<file path="config.mk">
export PLATFORM = sky130hd
export DESIGN_NAME = led_blink_ctrl
export DESIGN_NICKNAME = d
export VERILOG_FILES = /design/src/rtl/led_blink_pkg.sv /design/src/rtl/led_blink_ch.sv /design/src/rtl/led_blink_ctrl.sv
export SDC_FILE = /design/constraint.sdc
export NUM_CORES = 1
export LEC_CHECK = 0
export ABC_CLOCK_PERIOD_IN_PS = 2130
export BUFFER_PORTS_ARGS = -buffer_cell sky130_fd_sc_hd__buf_2
export CAP_MARGIN = 10
export CORE_MARGIN = 2
export CORE_UTILIZATION = 40
export CTS_BUF_LIST = sky130_fd_sc_hd__clkbuf_4 sky130_fd_sc_hd__clkbuf_8
export DETAILED_ROUTE_END_ITERATION = 6
export SYNTH_ARGS = -nofsm -noshare
export SYNTH_HDL_FRONTEND = slang
export SYNTH_SLANG_ARGS = --single-unit
</file>
<file path="constraint.sdc">
create_clock -name clk -period 2.13 [get_ports clk]
set_clock_uncertainty 0.05 [all_clocks]
set_input_delay 0.213 -clock clk [delete_from_list [all_inputs] [get_ports clk]]
set_output_delay 0.213 -clock clk [all_outputs]
set_load 0.02 [all_outputs]
</file>
<file path="src/rtl/led_blink_pkg.sv">
// Shared definitions for the multi-channel LED blink controller.
// Mode encodings are common to the top level and the per-channel engine.
package led_blink_pkg;

    localparam int unsigned LED_MODE_W = 2;

    localparam logic [LED_MODE_W-1:0] LED_MODE_OFF   = 2'b00;
    localparam logic [LED_MODE_W-1:0] LED_MODE_ON    = 2'b01;
    localparam logic [LED_MODE_W-1:0] LED_MODE_BLINK = 2'b10;
    localparam logic [LED_MODE_W-1:0] LED_MODE_PULSE = 2'b11;

endpackage

</file>
<file path="src/rtl/led_blink_ch.sv">
// One LED channel: half-period counter, phase bit, burst counter and registered LED drive.
// Advances only on the shared one-clock tick_rise_i strobe.
module led_blink_ch
    import led_blink_pkg::*;
#(
    parameter int unsigned HALF_TICKS = 1,
    parameter int unsigned BURST_W    = 4
) (
    input  logic                  clk,
    input  logic                  rst_n,
    input  logic                  tick_rise_i,
    input  logic [LED_MODE_W-1:0] mode_i,
    input  logic                  trig_i,
    input  logic [BURST_W-1:0]    burst_len_i,
    output logic                  led_o,
    output logic                  busy_o
);

    localparam int unsigned    HcW    = $clog2(HALF_TICKS + 1);
    localparam logic [HcW-1:0] HcLast = HcW'(HALF_TICKS - 1);

    logic [LED_MODE_W-1:0] mode_q, mode_d;
    logic [HcW-1:0]        hc_q, hc_d;
    logic                  ph_q, ph_d;
    logic [BURST_W-1:0]    rem_q, rem_d;
    logic                  busy_q, busy_d;
    logic                  led_q, led_d;
    logic [BURST_W-1:0]    rem_load;
    logic                  hc_wrap;

    assign rem_load = (burst_len_i == '0) ? BURST_W'(1) : burst_len_i;
    assign hc_wrap  = tick_rise_i && (hc_q == HcLast);

    always_comb begin
        mode_d = mode_i;
        hc_d   = hc_q;
        ph_d   = ph_q;
        rem_d  = rem_q;
        busy_d = busy_q;
        if (mode_i != mode_q) begin
            // Any mode change restarts the channel; BLINK always opens with its on phase.
            hc_d   = '0;
            ph_d   = (mode_i == LED_MODE_BLINK);
            rem_d  = '0;
            busy_d = 1'b0;
        end else begin
            case (mode_i)
                LED_MODE_BLINK: begin
                    if (hc_wrap) begin
                        hc_d = '0;
                        ph_d = ~ph_q;
                    end else if (tick_rise_i) begin
                        hc_d = hc_q + 1'b1;
                    end
                end
                LED_MODE_PULSE: begin
                    if (!busy_q) begin
                        if (trig_i) begin
                            busy_d = 1'b1;
                            ph_d   = 1'b1;
                            hc_d   = '0;
                            rem_d  = rem_load;
                        end
                    end else begin
                        if (trig_i) begin
                            rem_d = rem_load;
                        end
                        if (hc_wrap) begin
                            hc_d = '0;
                            if (ph_q) begin
                                ph_d = 1'b0;
                            end else if (trig_i) begin
                                ph_d = 1'b1;
                            end else if (rem_q == BURST_W'(1)) begin
                                busy_d = 1'b0;
                                rem_d  = '0;
                            end else begin
                                rem_d = rem_q - 1'b1;
                                ph_d  = 1'b1;
                            end
                        end else if (tick_rise_i) begin
                            hc_d = hc_q + 1'b1;
                        end
                    end
                end
                default: ;
            endcase
        end
    end

    always_comb begin
        case (mode_i)
            LED_MODE_ON:    led_d = 1'b1;
            LED_MODE_BLINK: led_d = ph_d;
            LED_MODE_PULSE: led_d = busy_d & ph_d;
            default:        led_d = 1'b0;
        endcase
    end

    always_ff @(posedge clk or negedge rst_n) begin
        if (!rst_n) begin
            mode_q <= LED_MODE_OFF;
            hc_q   <= '0;
            ph_q   <= 1'b0;
            rem_q  <= '0;
            busy_q <= 1'b0;
            led_q  <= 1'b0;
        end else begin
            mode_q <= mode_d;
            hc_q   <= hc_d;
            ph_q   <= ph_d;
            rem_q  <= rem_d;
            busy_q <= busy_d;
            led_q  <= led_d;
        end
    end

    assign led_o  = led_q;
    assign busy_o = busy_q;

endmodule

</file>
<file path="src/rtl/led_blink_ctrl.sv">
// Multi-channel LED controller: tick synchroniser/edge detector feeding NUM_CH channel engines.
// Optional inverted output led_n is built when LED_N_OUT_EN is defined.
module led_blink_ctrl
    import led_blink_pkg::*;
#(
    parameter int U_DLY      = 1,
    parameter int NUM_CH     = 4,
    parameter int HALF_TICKS = 1,
    parameter int BURST_W    = 4
) (
    input  logic                          clk,
    input  logic                          rst_n,
    input  logic                          tick,
    input  logic [LED_MODE_W*NUM_CH-1:0]  mode,
    input  logic [NUM_CH-1:0]             trig,
    input  logic [BURST_W*NUM_CH-1:0]     burst_len,
    output logic [NUM_CH-1:0]             led,
    output logic [NUM_CH-1:0]             busy
`ifdef LED_N_OUT_EN
    ,
    output logic [NUM_CH-1:0]             led_n
`endif
);

    // NBA delay only matters for legacy gate-level sims; it has no hardware meaning.
    logic unused_u_dly;
    assign unused_u_dly = (U_DLY != 0);

    logic [1:0] sync_q, sync_d;
    logic       prev_q, prev_d;
    logic       rise_q, rise_d;

    always_comb begin
        sync_d = {sync_q[0], tick};
        prev_d = sync_q[1];
        rise_d = sync_q[1] & ~prev_q;
    end

    always_ff @(posedge clk or negedge rst_n) begin
        if (!rst_n) begin
            sync_q <= '0;
            prev_q <= 1'b0;
            rise_q <= 1'b0;
        end else begin
            sync_q <= sync_d;
            prev_q <= prev_d;
            rise_q <= rise_d;
        end
    end

    for (genvar c = 0; c < NUM_CH; c++) begin : g_ch
        led_blink_ch #(
            .HALF_TICKS (HALF_TICKS),
            .BURST_W    (BURST_W)
        ) u_ch (
            .clk         (clk),
            .rst_n       (rst_n),
            .tick_rise_i (rise_q),
            .mode_i      (mode[LED_MODE_W*c +: LED_MODE_W]),
            .trig_i      (trig[c]),
            .burst_len_i (burst_len[BURST_W*c +: BURST_W]),
            .led_o       (led[c]),
            .busy_o      (busy[c])
        );
    end

`ifdef LED_N_OUT_EN
    logic [NUM_CH-1:0] led_n_q, led_n_d;

    always_comb begin
        led_n_d = ~led;
    end

    always_ff @(posedge clk or negedge rst_n) begin
        if (!rst_n) begin
            led_n_q <= '1;
        end else begin
            led_n_q <= led_n_d;
        end
    end

    assign led_n = led_n_q;
`endif

endmodule

</file>
== Word level (Yosys, flattened, before mapping) ==
Index checks and enable logic that the tools add are counted.
Widths: inputs -> output; s select.

* $add $sub $neg: 8
* Eq/ne operators: 24
* Mux-type cells: 124
* Bitwise gates (word level): 14
* Reductions and logical operators: 20

{| class="wikitable"
|+ Operators with widths
! operator !! count
|-
| $mux 4 || 36
|-
| $mux 1 || 76
|-
| $eq 2x2->1 const B || 8
|-
| $eq 4x1->1 const B || 4
|-
| $logic_not 4->1 || 4
|-
| $ne 4x2->1 const B || 4
|-
| $pmux 1 s2 || 8
|-
| $sub 4x1->4 const B || 4
|-
| $pmux 1 s3 || 4
|-
| $reduce_bool 3->1 || 4
|-
| $not 1->1 || 9
|-
| $eq 2x1->1 const B || 4
|-
| $ne 2x2->1 || 4
|-
| $reduce_and 2->1 || 4
|-
| $reduce_bool 2->1 || 4
|-
| $and 1x1->1 || 5
|-
| $add 1x1->1 const B || 4
|-
| $logic_and 1x1->1 || 4
|}

* Flip-flop bits (word level): 44
* Input port bits: 31
* Logic and storage cells: 217

== Depth between registers and ports, before layout ==
Gate-level depths: netlist (run 1).

* Word-level depth: 10
* Mapped depth: 7
* Mapped depth without buffers: 7

== Modules after synthesis ==
Synthesis (run 1) repeated with hierarchy kept, for this count alone.

* Cells, all modules: 289
* Area, all modules: 2,916.5 um^2

{| class="wikitable"
|+ By module, submodules not included
! module !! times used !! cells an instance !! area an instance (um^2)
|-
| led_blink_ch || 4 || 71 || 700.7
|-
| led_blink_ctrl || 1 || 5 || 113.9
|}

== Worst setup path before layout (run 1) ==
Ideal clock, no wire load.

* Path kind: flip-flop to flip-flop
* Start point: reg g_ch[0].u_ch.rem_q[1]
* End point: reg g_ch[0].u_ch.led_q
* Library setup time: 0.134 ns
* Data arrival time: 1.653 ns
* Setup slack: 0.293 ns
* Cell stages (with the launch flop): 8
* Path buffers: 0
* Cells stage by stage: dfrtp_1 > inv_1 > ha_1 > or3b_1 > o41ai_2 > and2_1 > a32o_1 > a211oi_2

* Longest elaborated chain between the ends: 10
* Elaborated cells on any way between the ends: 15
* Those cells by class: 1 x eq/ne; 13 x mux; 1 x bitwise

{| class="wikitable"
|+ Ends and longest elaborated chain
! item !! line !! text
|-
| start, declared || led_blink_ch.sv:25 || <nowiki>logic [BURST_W-1:0] rem_q, rem_d;</nowiki>
|-
| start signal, assigned || led_blink_ch.sv:112 || <nowiki>rem_q <= rem_d;</nowiki>
|-
| $eq 4x1->1 (*) || led_blink_ch.sv:74 || <nowiki>end else if (rem_q == BURST_W'(1)) begin</nowiki>
|-
| $mux 1 (*) || led_blink_ch.sv:74 ||
|-
| $mux 1 (*) || led_blink_ch.sv:72 || <nowiki>end else if (trig_i) begin</nowiki>
|-
| $mux 1 || led_blink_ch.sv:70 || <nowiki>if (ph_q) begin</nowiki>
|-
| $mux 1 || led_blink_ch.sv:68 || <nowiki>if (hc_wrap) begin</nowiki>
|-
| $mux 1 || led_blink_ch.sv:57 || <nowiki>if (!busy_q) begin</nowiki>
|-
| $pmux 1 s2 or $mux 1 (tied branches) || led_blink_ch.sv:47 || <nowiki>case (mode_i)</nowiki>
|-
| $mux 1 || led_blink_ch.sv:40 || <nowiki>if (mode_i != mode_q) begin</nowiki>
|-
| $and 1x1->1 || led_blink_ch.sv:95 || <nowiki>LED_MODE_PULSE: led_d = busy_d & ph_d;</nowiki>
|-
| $pmux 1 s3 (*) || led_blink_ch.sv:92 || <nowiki>case (mode_i)</nowiki>
|-
| named net g_ch[0].u_ch.led_d || led_blink_ch.sv:27 || <nowiki>logic led_q, led_d;</nowiki>
|-
| end signal, assigned || led_blink_ch.sv:114 || <nowiki>led_q <= led_d;</nowiki>
|-
| end, declared || led_blink_ch.sv:27 ||
|}

Mark *: on every way through the listed nets, which the timed path passes. The rest lies on a longest branch.
A chain may end at the register's enable or synchronous reset.

== Final worst setup path (run 1) ==
Same ends and word-level chain as after synthesis.

==> metrics.md, run 1 <==
| Metric | Value |
|---|---|
| Vias | `approximately 2.4k` |
| Post-DP HPWL | `4.25 mm` |
| Largest net degree at the start of global routing | `25` |
| R2R setup slack | `approximately 0.13 ns` |
| Distinct cell type count after synthesis | `50` |
| Net Sw Frac | `about 28%` |
| Chip height | `about 88 um` |
| Clock Sinks | `44` |
| HP Class | `input pin to register` |
| Post-CTS Setup Bufs | `0` |
| First-pass GRT wire length | `around 10 mm` |
| Pint | `1.36 mW` |
| Final setup vio count | `0` |
| Worst hold margin | `~0.055 ns` |
| Post-CTS resize count | `0` |
| CP Capture Type | `register` |
| Die area | `0.00766 mm2` |
| Area growth syn-to-layout | `12.1%` |
| Dpl cell area | `around 0.0030 mm2` |
| Synthesis Warnings | `0` |
| Final instance area | `~0.0031 mm2` |
| Ant diodes | `0` |
| Fin Setup TNS | `0 ns` |
| Initial DRC count | `93` |
| Initial antenna violation count | `0` |
| Row cnt | `30` |
| CTS max path bufs | `2` |
| Worst Hold Path EP | `g_ch[3].u_ch.mode_q[0]` |
| Num ports | `39` |
| Top post-synthesis cells by area | `dfrtp_1 (39%), a21oi_1 (4.8%), nand2_1 (4.6%)` |
| RSZ-0062 raised after global routing | `no` |
| Mapped Cells | `316` |
| Post-synth top flop | `dfrtp_1` |
| CTS tree | `built` |
| Status | `completed` |
| Clock power share | `a little over a third` |
| Crit path max fanout | `4` |
| Post-synth EDFFs | `0` |
| Placeable Area | `a little under 0.007 mm2` |
| Total CTS buffers | `5` |
| PortBufs | `38` |
| FMAX | `between 500 and 600 MHz` |
| Residual DRC | `0` |
| Max-cap violation count | `0` |
| # nets final | `384` |
| Most frequent cells in the layout | `dfrtp_1 (44), buf_2 (38), nand2_1 (34)` |
| GR Util met1 | `between 20% and 30%` |
| Routed WL per cell | `~14 um` |
| Sequential share of power | `between 40% and 50%` |
| WL final | `slightly below 6 mm` |
| VDD IR max | `between 0.3 and 0.4 mV` |
| CP arrival | `2.12 ns` |
| GRT busiest layer | `met2` |
| Met3 Usage GRT | `under 10%` |
| Final Cycle Share | `93.8%` |
| NetSw | `~0.53 mW` |
| Min-delay src | `mode[6]` |
| Total GRT Usage | `between 10% and 20%` |
| Number of synthesized register bits | `44` |
| CTS H-tree lvls | `2` |
| Initial Utilization | `approximately two fifths` |
| Chip width | `87.5 um` |
| Worst Path Required | `2.25 ns` |
| Synth Net Count | `355` |
| Leakage power figure | `1.32 nW` |
| Relative slew slack | `approximately 65%` |
| Clk pin slew, worst setup/hold paths | `0.09 ns` |
| Area leader, netlist | `dfrtp_1` |
| FFs w/ async S/R, synth | `100%` |
| Post-synthesis sequential area ratio | `between 30% and 40%` |
| Reg-to-reg endpoint | `g_ch[0].u_ch.led_o` |
| Kind of critical path | `register to register` |
| Clk root buf | `clkbuf_8` |
| Synth Area per Inst | `slightly below 9 um2` |
| Slew @ Worst Pin | `roughly 0.53 ns` |
| Final Hold Viols | `0` |
| Overflow after GRT | `0` |
| Synth top area share | `about two fifths` |
| Hold Path Stages | `1` |
| Power density cells | `approximately 600 mW/mm2` |
| Min cycle time layout | `about 2 ns` |
| Vias in the first global route | `between 2k and 2.5k` |
| Worst flop-to-flop path startpoint | `g_ch[0].u_ch.rem_q[1]` |
| Cells on worst reg2reg path | `7` |
| DRT antenna net count | `0` |
| Vias per cell | `roughly 5.6` |
| Netlist Area Pre-Place | `approximately 0.0028 mm2` |
| Share of layout cells above drive strength 1 | `approximately 17%` |
| Met2 usage | `26.7%` |
| Drt pass-1 iters | `4` |
| Logic pwr share | `between 10% and 20%` |
| Clock insertion delay at the later pin of the skew report | `about 0.30 ns` |
| Post-CTS Hold Buffers | `2` |
| Gp weighted congestion | `0.885` |
| Critical path launch point type | `register` |
| Slew Viols, Final | `0` |
| Most common cell after layout, fill and taps aside | `dfrtp_1` |
power by group through the flow:
stage | Combinational, mW | Clock, mW | Sequential, mW
CTS | 0.318 | 0.675 | 0.912
floorplan | 0.225 | 0 | 0.918
detailed placement | 0.314 | 0 | 0.928
finish | 0.316 | 0.656 | 0.913
global route | 0.355 | 0.711 | 0.920
global placement | 0.312 | 0 | 0.929
worst max-delay path by stage:
stage | startpoint | to | slack [ns] | cells past startpoint
after global placement | g_ch[0].u_ch.rem_q[1] | g_ch[0].u_ch.led_o | 0.22 | 7
after detailed placement | g_ch[0].u_ch.rem_q[1] | g_ch[0].u_ch.led_o | 0.15 | 7
after floorplan | g_ch[0].u_ch.rem_q[1] | g_ch[0].u_ch.led_o | 0.29 | 7
after global routing | g_ch[0].u_ch.rem_q[1] | g_ch[0].u_ch.led_o | 0.002 | 7
final | g_ch[0].u_ch.rem_q[1] | g_ch[0].u_ch.led_o | 0.13 | 7
after CTS | g_ch[0].u_ch.rem_q[1] | g_ch[0].u_ch.led_o | 0.12 | 7
flip-flops by register name, indices dropped and copies added (netlist names):
name and flops:
g_ch.u_ch.busy_o 4, g_ch.u_ch.hc_q 4, g_ch.u_ch.led_o 4, g_ch.u_ch.mode_q 8
g_ch.u_ch.ph_q 4, g_ch.u_ch.rem_q 16, prev_q 1, rise_q 1
sync_q 2
cell families after synthesis:
kind of cell	synth area share, %
multiplexers	4.03
AO/OA/AOI/OAI	18.6
flip-flops	39.4
XOR/XNOR	2.51
AND/OR/NAND/NOR	25.7
adder cells (fa/ha/maj)	3.59
buffers and inverters	6.14
final cells by class:
cell class	count	area, um2
Timing Repair Buffer	42	238
Multi-Input combinational cell	236	1520
Fill cell	684	3630
Clock buffer	5	68.8
Sequential cell	44	1100
Inverter	16	60.1
Clock inverter	3	42.5
Tap cell	80	100
routing by layer:
| metal | part of all wire, % | wire length [um] | vias up |
|---|---|---|---|
| met5 | 0 | 0 | - |
| met4 | 1.4 | 85 | 0 |
| met3 | 4.5 | 264 | 7 |
| met2 | 47 | 2770 | 66 |
| met1 | 47 | 2770 | 1130 |
| li1 | - | - | 1184 |
per-stage QoR:
step | utilization (%) | cells | power (mW) | setup slack (ns)
5_1_grt | 46.3 | 426 | 1.99 | 0.00177
3_3_place_gp | 44.4 | 416 | 1.24 | 0.216
2_1_floorplan | - | 316 | 1.14 | 0.293
4_1_cts | 46.3 | 426 | 1.91 | 0.125
6_report | 46.3 | 426 | 1.88 | 0.132
3_5_place_dp | 44.4 | 416 | 1.24 | 0.150
synth_stat cells (5+ instances only):
cell type  instances
nand2_1           34
inv_1             16
and2_1             8
nand2b_1           9
mux2i_1            9
buf_4              8
nor2b_1            7
a31oi_1            6
ha_1               8
clkbuf_1           7
buf_2              5
nor3_1            13
nand3_1           10
o21ai_0           19
xnor2_1            8
a21oi_1           27
nor2_1            16
dfrtp_1           44
critical path, stage by stage, from the launching register on:
cell and delay [ns]:
dfrtp_1 0.41, inv_1 0.08, ha_1 0.19, or3b_1 0.42
o41ai_2 0.37, and2_1 0.17, a32o_1 0.14, a211oi_2 0.05
(Power assumes the default switching activity.)
==> inputs of run 2 (changes only) <==
--- a/config.mk
+++ b/config.mk
@@ -12,6 +12,7 @@
 export CORE_UTILIZATION = 40
 export CTS_BUF_LIST = sky130_fd_sc_hd__clkbuf_4 sky130_fd_sc_hd__clkbuf_8
 export DETAILED_ROUTE_END_ITERATION = 6
+export PLACE_DENSITY = 0.69
 export SYNTH_ARGS = -nofsm -noshare
 export SYNTH_HDL_FRONTEND = slang
 export SYNTH_SLANG_ARGS = --single-unit
==> run 2 against run 1 <==
  * Worst setup slack improved by 0.029 ns
  * First-iteration DRC count shrank 8.6%
  * Die area stayed put
  * Via count hardly changed
  * Maximum frequency grew 1.5%
  * Non-clock buffer count grew 1
  * Critical path type unchanged
  * Largest cell class unchanged
  * Highest routed layer unchanged
==> metrics.md, run 2 (synthesis results as in run 1) <==
| Metric | Value |
|---|---|
| Status | `completed` |
| Slew @ Worst Pin | `0.519 ns` |
| Final Hold Viols | `0` |
| Total GRT Usage | `around 16%` |
| Final Power | `1.75 mW` |
| Worst Hold Path EP | `g_ch[0].u_ch.mode_q[0]` |
| DRT antenna net count | `0` |
| Num ports | `39` |
| Initial DRC count | `85` |
| Reg-to-reg endpoint | `g_ch[0].u_ch.led_o` |
| Max-cap violation count | `0` |
| Cells on worst reg2reg path | `7` |
| Clock insertion delay at the later pin of the skew report | `about 0.29 ns` |
| Gp weighted congestion | `0.910` |
| Post-CTS Setup Bufs | `0` |
| Crit path max fanout | `4` |
| CTS tree | `built` |
| Initial Utilization | `about two fifths` |
| Largest net degree at the start of global routing | `25` |
| Chip width | `about 88 um` |
| Residual DRC | `0` |
| Total CTS buffers | `5` |
| Most common cell after layout, fill and taps aside | `dfrtp_1` |
| Ant diodes | `0` |
| Vias in the first global route | `~2.3k` |
| CTS H-tree lvls | `2` |
| Vias | `about 2.4k` |
| CP peak stage delay | `about 0.42 ns` |
| Slew Viols, Final | `0` |
| CP max-delay cell | `or3b_1` |
| Clk pin slew, worst setup/hold paths | `~0.08 ns` |
| Drt pass-1 iters | `5` |
| Crit path buffers/inverters | `1` |
| Fin Setup TNS | `0 ns` |
| HP Class | `input pin to register` |
| Max reg flops | `16` |
| Chip height | `around 90 um` |
| Worst Path Required | `around 2.3 ns` |
| Clock Sinks | `44` |
| # nets final | `between 300 and 400` |
| Share of layout cells above drive strength 1 | `around 17%` |
| Routed WL per cell | `around 14 um` |
| Worst flop-to-flop path startpoint | `g_ch[0].u_ch.rem_q[1]` |
| Kind of critical path | `register to register` |
| VDD IR max | `0.286 mV` |
| Overflow after GRT | `0` |
| R2R setup slack | `between 0.15 and 0.2 ns` |
| Critical path launch point type | `register` |
| Final Cycle Share | `between 90% and 100%` |
| Hold Path Stages | `1` |
| WL final | `approximately 6 mm` |
| Power density cells | `about 560 mW/mm2` |
| First-pass GRT wire length | `between 10 and 15 mm` |
| Area growth syn-to-layout | `11.5%` |
| PortBufs | `38` |
| Min-delay src | `mode[0]` |
| Die area | `~0.0077 mm2` |
| Placeable Area | `a little under 0.007 mm2` |
| Biggest regs | `g_ch.u_ch.rem_q x16, g_ch.u_ch.mode_q x8` |
| Post-DP HPWL | `4.30 mm` |
| Most frequent cells in the layout | `dfrtp_1 (44), buf_2 (38), nand2_1 (34)` |
| CP top delay family | `simple AND/OR/NAND/NOR gates` |
| CTS max path bufs | `2` |
| Vias per cell | `about 5.6` |
| Relative slew slack | `between 60% and 70%` |
| CP arrival | `2.09 ns` |
| FMAX | `~510 MHz` |
| Final setup vio count | `0` |
| Critical path origin | `g_ch[0].u_ch.rem_q[1]` |
| Min cycle time layout | `just under 2 ns` |
| CP Capture Type | `register` |
| Critical path cell sequence | `inv_1 > ha_1 > or3b_1 > o41ai_2 > and2_1 > a32o_1 > a211oi_2` |
| Largest Register | `g_ch.u_ch.rem_q` |
| Row cnt | `30` |
| Initial antenna violation count | `0` |
| Clk root buf | `clkbuf_8` |
| RSZ-0062 raised after global routing | `no` |
| Leakage power figure | `between 1 and 1.5 nW` |
## run 2: changes by cell type in the layout (fill, tap and decap cells not counted), sizes merged
cell	change
clkbuf	+1
clkinvlp	-1
buf	+1
bufinv	-1
## run 2: routing by layer
metal	vias to the layer above	share of wire [%]	global-route usage (%)
li1	1182	-	-
met3	8	3.7	2.92
met5	-	0	0
met1	1146	47	22.7
met2	52	48	26.0
met4	0	1.2	4.76
## run 2: how the worst max path moves through the flow
stage	endpoint	depth (start not counted)
2_1_floorplan	g_ch[0].u_ch.led_o	7
3_3_place_gp	g_ch[0].u_ch.led_o	7
3_5_place_dp	g_ch[0].u_ch.led_o	7
4_1_cts	g_ch[0].u_ch.led_o	7
5_1_grt	g_ch[0].u_ch.led_o	7
6_report	g_ch[0].u_ch.led_o	7
## run 2: power by group
part / total, mW / internal [mW] / leakage (nW) / switching (mW)
logic: 0.321 / 0.135 / 0.695 / 0.186
registers: 0.912 / 0.874 / 0.573 / 0.0381
clock network: 0.515 / 0.236 / 0.0445 / 0.278
## run 2: cell type report
type	count	area [um2]
timing repair buffer	43	245
clock inverter	1	5.00
inverter	16	60.1
fill	661	3640
clock buffer	6	76.3
multi-input combinational	236	1530
tap	80	100
sequential	44	1100
## run 2: timing repair
| item | in CTS | in global routing |
|---|---|---|
| setup endpoints to repair | 0 | 1 |
| gates resized for setup | 0 | 1 |
| endpoints found under the hold margin | 21 | 0 |
| hold buffers | 2 | 0 |
## run 2: stage by stage
step / utilization, % / instances / area (um2) / hold slack [ns] / setup WS, ns
5_1_grt: 46.1 / 426 / 3110 / 0.0626 / 0.0124
3_5_place_dp: 44.5 / 417 / 3010 / 0.166 / 0.164
6_report: 46.1 / 426 / 3110 / 0.0748 / 0.161
4_1_cts: 46.0 / 426 / 3110 / 0.0573 / 0.145
2_1_floorplan: - / 316 / 2790 / -0.133 / 0.293
3_3_place_gp: 44.5 / 417 / 3010 / 0.165 / 0.224
## run 2: worst reg2reg max path, delay by kind of cell, from the launching register on
kind	cells	cell delay, ns
fa+ha+maj	1	0.18
flops	1	0.41
simple gates	2	0.59
compound gates	3	0.53
buf+inv	1	0.09
